### config.mk
export PLATFORM = sky130hd
export DESIGN_NAME = pwm_slice16
export DESIGN_NICKNAME = d
export VERILOG_FILES = /design/src/rtl/pwm_slice16.sv
export SDC_FILE = /design/constraint.sdc
export NUM_CORES = 1
export LEC_CHECK = 0
export BUFFER_PORTS_ARGS = -buffer_cell sky130_fd_sc_hd__buf_2
export CAP_MARGIN = 5
export CORE_MARGIN = 5
export CORE_UTILIZATION = 55
export CTS_CLUSTER_DIAMETER = 60
export DETAILED_ROUTE_END_ITERATION = 16
export GPL_ROUTABILITY_DRIVEN = 1
export PLACE_DENSITY = 0.85
export SYNTH_ARGS = -nofsm -noshare
export SYNTH_HDL_FRONTEND = slang
export SYNTH_SLANG_ARGS = --single-unit
### constraint.sdc
create_clock -name clk -period 4 [get_ports clk]
set_clock_uncertainty 0.05 [all_clocks]
set_input_delay 0.2 -clock clk [delete_from_list [all_inputs] [get_ports clk]]
set_output_delay 0.2 -clock clk [all_outputs]
set_load 0.1 [all_outputs]
### src/rtl/pwm_slice16.sv
// Single-channel 16-step PWM slice that tracks an external free-running 4-bit count,
// with a one-entry duty mailbox, period-boundary duty updates and count-continuity checking.
module pwm_slice16 (
  input  logic       clk,
  input  logic       reset,
  input  logic       en,
  input  logic [3:0] cnt,
  input  logic [4:0] duty_in,
  input  logic       duty_valid,
  output logic       duty_ready,
  input  logic       err_clr,
  output logic       pwm_out,
  output logic       period_done,
  output logic       sync_err
);

  typedef enum logic [1:0] {
    IDLE = 2'd0,
    ARM  = 2'd1,
    RUN  = 2'd2,
    STOP = 2'd3
  } state_t;

  state_t     state_r;
  state_t     state_s;
  logic [4:0] duty_act_r;
  logic [4:0] pend_duty_r;
  logic       pend_r;
  logic [3:0] prev_cnt_r;

  logic       active_s;
  logic       next_active_s;
  logic       disc_s;
  logic       last_s;
  logic       apply_s;
  logic       accept_s;
  logic [4:0] duty_use_s;
  logic [3:0] exp_cnt_s;

  function automatic logic [4:0] clamp_duty(input logic [4:0] d);
    clamp_duty = (d > 5'd16) ? 5'd16 : d;
  endfunction

  assign duty_ready = ~pend_r;

  // Decode period boundary, continuity and mailbox handshake conditions.
  always_comb begin
    active_s  = (state_r == RUN) || (state_r == STOP);
    exp_cnt_s = prev_cnt_r + 4'd1;
    disc_s    = active_s && (cnt != exp_cnt_s);
    last_s    = active_s && (cnt == 4'd15);
    apply_s   = pend_r && (last_s || !active_s);
    accept_s  = duty_valid && !pend_r;
    // Outside an active period a pending duty is applied this edge, so use it at once.
    if (pend_r && !active_s) begin
      duty_use_s = pend_duty_r;
    end else begin
      duty_use_s = duty_act_r;
    end
  end

  // Next-state logic for the run/stop sequencing.
  always_comb begin
    state_s = state_r;
    case (state_r)
      IDLE: begin
        if (en) state_s = ARM;
        else    state_s = IDLE;
      end
      ARM: begin
        if (!en)                state_s = IDLE;
        else if (cnt == 4'd0)   state_s = RUN;
        else                    state_s = ARM;
      end
      RUN: begin
        if (disc_s)   state_s = ARM;
        else if (!en) state_s = STOP;
        else          state_s = RUN;
      end
      STOP: begin
        if (disc_s)              state_s = ARM;
        else if (en)             state_s = RUN;
        else if (cnt == 4'd15)   state_s = IDLE;
        else                     state_s = STOP;
      end
      default: state_s = IDLE;
    endcase
    next_active_s = (state_s == RUN) || (state_s == STOP);
  end

  // State, waveform and status registers.
  always_ff @(posedge clk or negedge reset) begin
    if (!reset) begin
      state_r     <= IDLE;
      pwm_out     <= 1'b0;
      period_done <= 1'b0;
      sync_err    <= 1'b0;
      prev_cnt_r  <= 4'd0;
    end else begin
      state_r     <= state_s;
      pwm_out     <= next_active_s ? ({1'b0, cnt} < duty_use_s) : 1'b0;
      period_done <= last_s;
      if (disc_s) begin
        sync_err <= 1'b1;
      end else if (err_clr) begin
        sync_err <= 1'b0;
      end else begin
        sync_err <= sync_err;
      end
      if (next_active_s) begin
        prev_cnt_r <= cnt;
      end else begin
        prev_cnt_r <= prev_cnt_r;
      end
    end
  end

  // Duty mailbox: accept into pending, move to active at a safe boundary.
  always_ff @(posedge clk or negedge reset) begin
    if (!reset) begin
      duty_act_r  <= 5'd0;
      pend_duty_r <= 5'd0;
      pend_r      <= 1'b0;
    end else if (apply_s) begin
      duty_act_r  <= pend_duty_r;
      pend_r      <= 1'b0;
    end else if (accept_s) begin
      pend_duty_r <= clamp_duty(duty_in);
      pend_r      <= 1'b1;
    end else begin
      pend_r      <= pend_r;
    end
  end

endmodule

# After elaboration in Yosys (flattened, before gate mapping)
# Index checks and enable logic that the tools add are counted.
word_totals:
  output_inout_bits: 4
  inputBits: 14
  elab_cells: 51
  reg_bits: 20
classes:
  bitwise_logic: 2
  reduce_logical: 15
  n_eq_ne: 7
  order_cmp: 2
  add_sub_neg: 1
  muxes: 16
ops:
  columns: ["operator", "n"]
  rows:
  - ["2-bit 2-to-1 mux", 6]
  - ["5-bit 2-to-1 mux", 2]
  - ["2-bit == test (second input constant)", 4]
  - ["2-bit one-hot mux with 4 select lines", 1]
  - ["1-bit 2-to-1 mux", 7]
  - ["5-bit greater-than comparator (second input constant)", 1]
  - ["1-bit logical AND", 5]
  - ["4-bit by 5-bit < comparator with 1-bit output", 1]
  - ["4-bit by 1-bit adder with 4-bit output (second input constant)", 1]
  - ["4-bit == test (second input constant)", 1]
  - ["4-bit zero test", 1]
  - ["4-bit inequality test", 1]
  - ["2-bit nonzero test", 2]
  - ["1-bit logical OR", 3]
  - ["2-bit by 1-bit == test with 1-bit output (second input constant)", 1]
  - ["1-bit zero test", 2]
  - ["2-bit zero test", 1]
  - ["1-bit inverter", 2]
  - ["2-bit AND reduction", 1]

# Depth between registers and ports, before layout
depth:
  word_depth: 8
  depth_mapped: 8
  depth_no_buf: 7

# Worst setup path after synthesis
# OpenSTA, ideal clock, no wires.
synth_timing:
  path_kind: "reg2reg"
  startpoint: "reg pend_r"
  endpoint: "reg pend_duty_r[4]"
  arrival_ns: 1.638
  setup_slack_ns: 2.187
  required_ns: 3.825
  path_stages_with_launch: 4
  path_cell_list: "dfrtp_1 -> inv_1 -> nand2_1 -> mux2_2"
synth_between:
  elab_chain_len: 3
synth_lines:
  columns: ["element", "line", "source"]
  rows:
  - ["from (decl)", "28", "logic pend_r;"]
  - ["from (signal assigned)", "131", "pend_r <= pend_r;"]
  - ["1-bit zero test or 1-bit logical AND (tied branches)", "53, 52", null]
  - ["1-bit logical AND or 1-bit inverter (tied branches)", null, null]
  - ["2-bit AND reduction (no line) (*)", null, null]
  - ["to (signal assigned)", "128", "pend_duty_r <= clamp_duty(duty_in);"]
  - ["to (decl)", "27", "logic [4:0] pend_duty_r;"]
# Mark *: on every way between the ends. The rest lies on a longest branch, timed or not.
# A chain may end at the register's enable or synchronous reset.

# Worst setup path after layout
layout_timing:
  startpoint: "reg state_r[1]"
  endpoint: "reg pwm_out"
layout_between:
  elab_chain_len: 8
layout_lines:
  columns: ["element", "line", "source"]
  rows:
  - ["from (decl)", "24", "state_t state_r;"]
  - ["from (signal assigned)", "100", "state_r <= state_s;"]
  - ["parallel branches: the longest is 7 deep, another holds 4-bit by 5-bit < comparator with 1-bit output", null, null]
  - ["1-bit 2-to-1 mux (*)", "101", "pwm_out <= next_active_s ? ({1'b0, cnt} < duty_use_s) : 1'b0;"]
  - ["to (signal assigned)", "101", null]
  - ["to (decl)", "12", "output logic pwm_out,"]
# Mark *: on every way between the ends.

==> impl_metrics.csv <==
group,metric,value,unit
global_route,grt_max_degree,21,
cells_and_area,final_common_cell,"dfrtp_1",
floorplanning,die_area,2920,um2
global_route,grt_pass1_vias,803,
drt,drtAntennaViolNets,0,
clock_network,ctsLongestPathBuffers,2,
drt,drc,0,
drt,drt-wirelength-per-cell,13.5,um
logic_synthesis,syn_nets,115,
cells_and_area,final_cell_mix,"dfrtp_1 (20), buf_2 (17), o21ai_0 (9)",
pwr,irDropWorstVdd,0.000432,V
worst_hold_path,min_path_type,"in -> reg",
clock_network,clock_latency,0.30,ns
floorplanning,die_h,54.1,um
critical_path,critPathCaptureType,"flip-flop",
pwr,p_total,0.628,mW
pwr,internal_power,0.408,mW
critical_path,worstPathArrival,2.31,ns
cells_and_area,final_util,64.3,%
sta,rsz0062_at_grt,"no",
clock_network,cts_inserted_buffers,3,
pwr,seqPwrFrac,44.3,%
drt,routed_wirelength,1960,um
placement,dp_cells,140,
logic_synthesis,postSynthAreaPerCell,11.0,um2
logic_synthesis,syn_area,1070,um2
global_route,antenna_found_initial,0,
logic_synthesis,netlist_instances,97,
critical_path,path_max_fanout,8,
clock_network,cts-resized-gates,0,
drt,post_drt_via_cell_ratio,5.28,
floorplanning,core.rowCount,16,
cells_and_area,layout-drive-gt1-share,29.7,%
critical_path,crit_required,4.19,ns
sta,slew_headroom,62.4,%
cells_and_area,finalNetCount,137,
pwr,pwr-share-comb,37.4,%
global_route,grt-ovfl-total,0,
logic_synthesis,synth_warnings,0,
pwr,power_density,514,nW/um2
critical_path,critPathLaunchType,"flip-flop",
clock_network,cts_hold_buf,1,
sta,worstMarginPinSlew,0.563,ns
sta,setup_tns,0,ns
clock_network,cts_tree,"done",
logic_synthesis,synth.distinct_cells,29,
pwr,power.share.clock,18.4,%
floorplanning,start_util,56.2,%
drt,drtIter0Drc,12,
pwr,switching_share,35.0,%
clock_network,cts_setup_buffers,0,
placement,io_buffer_count,17,
sta,finalSetupViolCount,0,
global_route,grt_first_pass_wirelength,3220,um
floorplanning,die_w,54.1,um
cells_and_area,area_growth_syn_to_layout,14.4,%
critical_path,path_class,"reg -> reg",
clock_network,root_buffer,"clkbuf_4",
logic_synthesis,ys_seq_area_share,46.8,%
sta,drv_slew,0,
drt,first_pass_iters,4,
floorplanning,pin_count,18,
logic_synthesis,ys_ff_latch,20,
pwr,p_leak,0.599,nW
global_route,grt_usage,15.7,%
run_status,status,"completed",
cells_and_area,n_antenna_cell,0,
run,drv_cap,0,
placement,place_congestion,0.859,
floorplanning,core,1900,um2
sta,finalCritPeriodShare,53.1,%
sta,period_needed,2.12,ns
placement,dp_hpwl,1540,um
clock_network,cts_sinks,20,
pwr,power_switching,0.220,mW
cells_and_area,layout.cells.non_filler,145,
drt,num_vias,765,
clock_network,htreeDepth,1,
sta,max_clock_freq,0.471,GHz
sta,hold_viol_final,0,
clock_network,clkTransAtPathRegs,0.11,ns
state kept, by name, indices dropped and copies added (netlist names):
name and flops:
pend_r 1, pwm_out 1, prev_cnt_r 4, period_done 1, pend_duty_r 5, state_r 2
sync_err 1, duty_act_r 5
cell families (layout without fill, tap and decap cells):
logic type	Yosys count	in the layout	synth area share, %
flip-flops	20	20	46.8
AO/OA/AOI/OAI	17	17	10.7
multiplexers	11	11	11.5
AND/OR/NAND/NOR	32	32	17.4
XOR/XNOR	5	5	5.39
buffers and inverters	8	29	3.51
adder cells (fa/ha/maj)	4	4	4.68
Yosys cell counts:
cell | instances | share of area [%]
mux2i_1 | 4 | 3.7
nor3_4 | 1 | 1.5
mux2_4 | 1 | 1.4
o221ai_1 | 1 | 0.82
inv_2 | 1 | 0.35
nand2_1 | 8 | 2.8
xor2_1 | 2 | 1.6
and2_1 | 1 | 0.59
nand2b_1 | 6 | 3.5
nand3_1 | 2 | 0.94
nor2_1 | 4 | 1.4
xnor3_1 | 1 | 2.1
nor3_1 | 1 | 0.47
and4_1 | 1 | 0.82
o21ai_0 | 9 | 4.2
nand3b_1 | 4 | 2.8
nor2b_1 | 1 | 0.59
inv_1 | 6 | 2.1
nor4_1 | 1 | 0.59
dfrtp_1 | 20 | 47
ha_1 | 4 | 4.7
nand4_1 | 1 | 0.59
o21ai_2 | 4 | 3.3
a2bb2oi_2 | 1 | 1.4
buf_6 | 1 | 1.1
nand4b_1 | 1 | 0.82
xnor2_1 | 2 | 1.6
a21oi_1 | 2 | 0.94
mux2_2 | 6 | 6.3
through the flow:
step,setup slack [ns],area [um2],hold slack (ns)
4_1_cts,1.85,1220,0.0159
3_3_place_gp,2.02,1180,0.111
3_5_place_dp,1.88,1180,0.114
5_1_grt,1.69,1220,0.00623
2_1_floorplan,2.19,1070,-0.146
6_report,1.88,1220,0.0281
path summary, 6_finish.rpt:
check	start	to	slack, ns	cells after the start
min in group asynchronous	reset	duty_act_r[0]$_DFFE_PN0P_	0.31	2
max in group asynchronous	reset	duty_act_r[2]$_DFFE_PN0P_	3.28	2
min	err_clr	sync_err$_DFFE_PN0P_	0.03	2
max	state_r[1]$_DFF_PN0_	pwm_out$_DFF_PN0_	1.88	7
max reg2reg	state_r[1]$_DFF_PN0_	pwm_out$_DFF_PN0_	1.88	7
min reg2reg	duty_act_r[2]$_DFFE_PN0P_	duty_act_r[2]$_DFFE_PN0P_	0.47	1
layout make-up:
class | count | area [um2]
flip-flops and latches | 20 | 500
clock buffers | 4 | 36.3
well taps | 27 | 33.8
multi-input cells | 69 | 531
repair buffers | 18 | 95.1
inverters | 7 | 26.3
fillers | 166 | 679
worst max-delay path, cell delays in order, from the launching register on:
cell       delay [ns]
dfrtp_1          0.46
nor2b_1          0.48
mux2i_1          0.26
ha_1             0.24
o21ai_0          0.17
a21oi_1          0.06
nor3_1           0.18
a2bb2oi_2        0.15
routing by layer:
layer / GRT usage, % / vias up / routed length (um)
met5: 0 / - / 0
met4: 8.30 / 0 / 31
met3: 3.60 / 5 / 94
met2: 29.4 / 25 / 1000
met1: 15.9 / 357 / 835
li1: - / 378 / -
power by group through the flow:
stage               combinational, mW  clock [mW]  sequential [mW]
floorplan                       0.201           0            0.274
finish                          0.234       0.115            0.278
CTS                             0.238       0.119            0.277
global placement                0.224           0            0.280
global route                    0.260       0.126            0.282
detailed placement              0.237           0            0.282
Note: power is estimated with default switching activity, not from simulation.
